[config.mk]
export PLATFORM = sky130hd
export DESIGN_NAME = spi_tx_master
export DESIGN_NICKNAME = d
export VERILOG_FILES = /design/src/rtl/spi_tx_master.sv
export SDC_FILE = /design/constraint.sdc
export NUM_CORES = 1
export LEC_CHECK = 0
export BUFFER_PORTS_ARGS = -buffer_cell sky130_fd_sc_hd__clkbuf_2
export CAP_MARGIN = 20
export CORE_MARGIN = 2
export CORE_UTILIZATION = 40
export DETAILED_ROUTE_END_ITERATION = 6
export PLACE_DENSITY_LB_ADDON = 0.08
export SYNTH_ARGS = -nofsm -noshare
export SYNTH_HDL_FRONTEND = slang
export SYNTH_SLANG_ARGS = --single-unit
[constraint.sdc]
create_clock -name clk -period 2.12 [get_ports clk]
set_input_delay 0.212 -clock clk [delete_from_list [all_inputs] [get_ports clk]]
set_output_delay 0.212 -clock clk [all_outputs]
set_load 0.005 [all_outputs]
[src/rtl/spi_tx_master.sv]
// SPI mode-0 master, MSB first: streams bytes out on MOSI under one active-low select
// per frame and returns the byte sampled from MISO for every byte sent.
module spi_tx_master #(
   parameter int CLK_DIV  = 50,
   parameter int NUM_SS   = 2,
   parameter int SEL_W    = 1,
   parameter int CS_SETUP = 10,
   parameter int CS_HOLD  = 10,
   parameter int GAP      = 100
) (
   input  logic              clk,
   input  logic              rst,
   input  logic [7:0]        tx_data,
   input  logic              tx_valid,
   input  logic              tx_last,
   input  logic [SEL_W-1:0]  tx_sel,
   output logic              tx_ready,
   output logic [7:0]        rx_data,
   output logic              rx_valid,
   output logic              busy,
   output logic              sck,
   output logic              mosi,
   input  logic              miso,
   output logic [NUM_SS-1:0] ssel
);

   localparam int M1    = (CLK_DIV > GAP) ? CLK_DIV : GAP;
   localparam int M2    = (CS_SETUP > CS_HOLD) ? CS_SETUP : CS_HOLD;
   localparam int MAXC  = (M1 > M2) ? M1 : M2;
   localparam int CNT_W = $clog2(MAXC) + 1;

   typedef enum logic [2:0] {S_IDLE, S_SETUP, S_LO, S_HI, S_WAIT, S_HOLD, S_GAP} state_t;

   state_t           state;
   logic [CNT_W-1:0] cnt;
   logic [2:0]       bit_cnt;
   logic [7:0]       tx_sh;
   logic [7:0]       rx_sh;
   logic             last_q;
   logic             sel_ok;

   assign sel_ok   = (32'(tx_sel) < 32'(NUM_SS));
   assign tx_ready = !rst && (state == S_IDLE || state == S_WAIT);
   assign busy     = (state != S_IDLE);

   always_ff @(posedge clk or posedge rst) begin
      if (rst) begin
         state    <= S_IDLE;
         cnt      <= '0;
         bit_cnt  <= '0;
         tx_sh    <= '0;
         rx_sh    <= '0;
         last_q   <= 1'b0;
         sck      <= 1'b0;
         mosi     <= 1'b0;
         ssel     <= {NUM_SS{1'b1}};
         rx_valid <= 1'b0;
         rx_data  <= '0;
      end else begin
         rx_valid <= 1'b0;
         case (state)
            S_IDLE: begin
               // An out-of-range select consumes the byte without starting a frame.
               if (tx_valid && sel_ok) begin
                  tx_sh   <= tx_data;
                  mosi    <= tx_data[7];
                  last_q  <= tx_last;
                  bit_cnt <= 3'd7;
                  ssel    <= ~(NUM_SS'(1) << tx_sel);
                  cnt     <= CNT_W'(CS_SETUP - 1);
                  state   <= S_SETUP;
               end
            end
            S_SETUP: begin
               if (cnt == '0) begin
                  cnt   <= CNT_W'(CLK_DIV - 1);
                  state <= S_LO;
               end else cnt <= cnt - 1'b1;
            end
            S_LO: begin
               if (cnt == '0) begin
                  sck   <= 1'b1;
                  cnt   <= CNT_W'(CLK_DIV - 1);
                  state <= S_HI;
               end else cnt <= cnt - 1'b1;
            end
            S_HI: begin
               if (cnt == CNT_W'(CLK_DIV - 1)) rx_sh <= {rx_sh[6:0], miso};
               if (cnt == '0) begin
                  sck <= 1'b0;
                  cnt <= CNT_W'(CLK_DIV - 1);
                  if (bit_cnt != 3'd0) begin
                     bit_cnt <= bit_cnt - 3'd1;
                     tx_sh   <= {tx_sh[6:0], 1'b0};
                     mosi    <= tx_sh[6];
                     state   <= S_LO;
                  end else begin
                     rx_valid <= 1'b1;
                     rx_data  <= rx_sh;
                     if (last_q) begin
                        cnt   <= CNT_W'(CS_HOLD - 1);
                        state <= S_HOLD;
                     end else state <= S_WAIT;
                  end
               end else cnt <= cnt - 1'b1;
            end
            S_WAIT: begin
               // The first LO half-period of the next byte doubles as data setup.
               if (tx_valid) begin
                  tx_sh   <= tx_data;
                  mosi    <= tx_data[7];
                  last_q  <= tx_last;
                  bit_cnt <= 3'd7;
                  cnt     <= CNT_W'(CLK_DIV - 1);
                  state   <= S_LO;
               end
            end
            S_HOLD: begin
               if (cnt == '0) begin
                  ssel  <= {NUM_SS{1'b1}};
                  cnt   <= CNT_W'(GAP - 1);
                  state <= S_GAP;
               end else cnt <= cnt - 1'b1;
            end
            S_GAP: begin
               if (cnt == '0) state <= S_IDLE;
               else cnt <= cnt - 1'b1;
            end
            default: state <= S_IDLE;
         endcase
      end
   end

endmodule

==> flow_metrics.tcl <==
set metrics [dict create \
    grt_use_total_pct 18.8 \
    r2r_start "cnt[7]" \
    crit_start "cnt[7]" \
    syn_avg_cell_area_um2 10.2 \
    cp.arrival_ns 2.17 \
    crit_fanout 7 \
    async_flop_share_pct 100 \
    fin_crit_ns 1.99 \
    ir_drop_v 0.000473 \
    crit_path_max_incr_delay_ns 0.66 \
    viasPerCell 5.74 \
    final_cells 354 \
    row_count 27 \
    htreeDepth 2 \
    drtIter0Drc 201 \
    clock_skew_ns 0.00598 \
    r2r_setup_slack_ns 0.13 \
    hpwlAfterDp_um 4060 \
    placed_cells 346 \
    wl_per_cell_um 15.8 \
    yosysUniqueCellTypes 58 \
    grt_pass1_vias 1846 \
    die_h_um 80.8 \
    p_leak_nw 1.31 \
    initial_core_util_pct 42.0 \
    critPathKind "register to register" \
    place_congestion 0.904 \
    ys_ff_latch 43 \
    ys_top_cells_by_count "41 x dfrtp_1, 22 x o21ai_0, 17 x mux2_2" \
    critPathCaptureType "register" \
    status "completed" \
    die_area_um2 6520 \
    worstRegToRegCells 4 \
    via_count 2032 \
    routed_wl_um 5600 \
    crit_end "cnt[0]" \
    fin_util_pct 51.2 \
    grt-ovfl-total 0 \
    netlist_instances 230 \
    drive_gt1_share_pct 35.1 \
    period_share_pct 94.0 \
    stdcell_area_um2 2870 \
    tns_ns 0 \
    hold_class "primary input to asynchronous set/reset pin" \
    firstDrtPassIters 4 \
    seq_area_frac_synth_pct 45.8 \
    drc_errors 0 \
    slowest_stage "or4_4" \
    syn_nets 249 \
    crit_chain "or4_4 -> nor2_4 -> o21ai_0 -> mux4_2" \
    yosys.area.top_type_share_pct 43.5 \
    slew_violations 0 \
    synthMostInstantiatedCell "dfrtp_1" \
    cts_made_buffers 5 \
    setup_violations 0 \
    yosys_warnings 0 \
    required_ns 2.30 \
    synth_edf_count 0 \
    n_antenna_cell 0 \
    synth_top_area_cell "dfrtp_1" \
    hold_slack_ns 0.0345 \
    portBuffers 28 \
    area_growth_pct 21.8 \
    hold_viol 0 \
    cellPowerDensity_nw_per_um2 1180 \
    drv_cap 0 \
    fp.coreArea_um2 5610 \
    pin_count 29 \
    clock_latency_ns 0.30 \
    cts.sinks 43 \
    synth_ff_type "dfrtp_1" \
    netlist_area_um2 2360 \
    critPathLaunchType "register" \
    drtAntennaViolNets 0 \
    synth_area_leaders "dfrtp_1 44%, mux2_2 8.1%, o21ai_0 4.7%" \
    rsz0062_at_grt "no" \
    cts_max_path_buffers 2 \
    grt_pass1_wl_um 9470 \
    post-cts-setup-buffer-count 0 \
    clkTransAtPathRegs_ns 0.09 \
    antenna_found_initial 0 \
    dpl_cell_area_um2 2760 \
    fmax_mhz 502 \
    relSlewSlack_pct 64.6 \
    nets 300 \
    reg2reg_to "cnt[0]" \
    die_w_um 80.8 \
    root_buffer "clkbuf_8" \
    grt_max_degree 44 \
    cts_tree "built" \
    tightestPinTransition_ns 0.518 \
]
==> where the power goes <==
group	switching (mW)	leakage (nW)	internal [mW]
Clock	0.292	0.0412	0.231
Sequential	0.176	0.551	1.07
Combinational	0.877	0.718	0.735
Total	1.35	1.31	2.03
==> worst min path at each step <==
stage               endpoint  startpoint  depth (start not counted)
finish                cnt[6]         rst                          3
global route        tx_sh[4]         rst                          3
CTS                     mosi         rst                          3
detailed placement  tx_sh[3]         rst                          3
global placement    tx_sh[3]         rst                          3
floorplan            ssel[0]      tx_sel                          2
==> timing repair <==
| action | in CTS | in global routing |
|---|---|---|
| resized for setup | 0 | 5 |
| setup endpoints to repair | 0 | 19 |
| hold buffers | 0 | 0 |
==> flip-flops by register name, summed over array words and instances (netlist names) <==
signal,flops
sck,1
rx_data,8
state,3
rx_valid,1
last_q,1
rx_sh,8
tx_sh,7
mosi,1
bit_cnt,3
cnt,8
ssel,2
==> layout make-up <==
class,count,area [um2]
clock inverter,2,12.5
sequential,43,1080
timing repair buffer,56,363
multi-input combinational,166,1220
clock buffer,6,72.6
fill,531,2740
inverter,9,33.8
tap,72,90.1
==> cells by family after synthesis <==
family	Yosys count	share of synthesized area (%)
compound gates	63	17.7
xor+xnor	1	0.372
fa+ha+maj	5	2.65
buf+inv	21	3.77
flops	43	45.8
mux	18	9.08
simple gates	79	20.7
==> per-layer routing <==
layer  GRT usage, %  share of wire (%)  routed length, um  vias up
met4           6.10                1.5                 82        0
li1               -                  -                  -      968
met1           28.1                 48               2720      984
met2           27.1                 44               2490       71
met3           4.22                5.6                314        9
met5              0                  0                  0        -
==> through the flow <==
step                total power [mW]  setup slack [ns]
detailed placement              2.81            0.0355
finish                          3.38             0.127
CTS                             3.34            0.0100
floorplan                       2.24            0.0181
global placement                2.82            0.0781
global route                    3.63            0.0157
==> cell usage in the layout (no fill, tap or decap), drive strengths merged, types with 2 or more instances in the layout <==
cell,synthesis,routed
clkbuf,9,34
nor2b,2,2
dfrtp,41,41
clkinv,0,2
nand4,3,3
o21ai,24,24
o22ai,8,8
a221oi,3,3
and3,3,3
nor3b,3,3
nand2,12,12
ha,5,5
o211ai,4,4
nor4,6,6
a32oi,2,2
or4,3,3
or3b,2,2
dfstp,2,2
a211o,3,3
nor3,9,9
or2,4,4
a22o,2,2
nor2,13,13
inv,9,8
and2,2,2
buf,3,28
mux2,17,17
nand2b,2,2
a21oi,4,4
nand3,8,8
a31oi,3,3
or3,2,2
nand3b,2,2
==> critical path, delay by kind of cell, from the launching register on <==
kind	cells	cell delay (ns)
compound gates	1	0.09
flops	1	0.46
mux	1	0.45
simple gates	2	0.87
No activity file was read; power rests on OpenSTA's default activity.
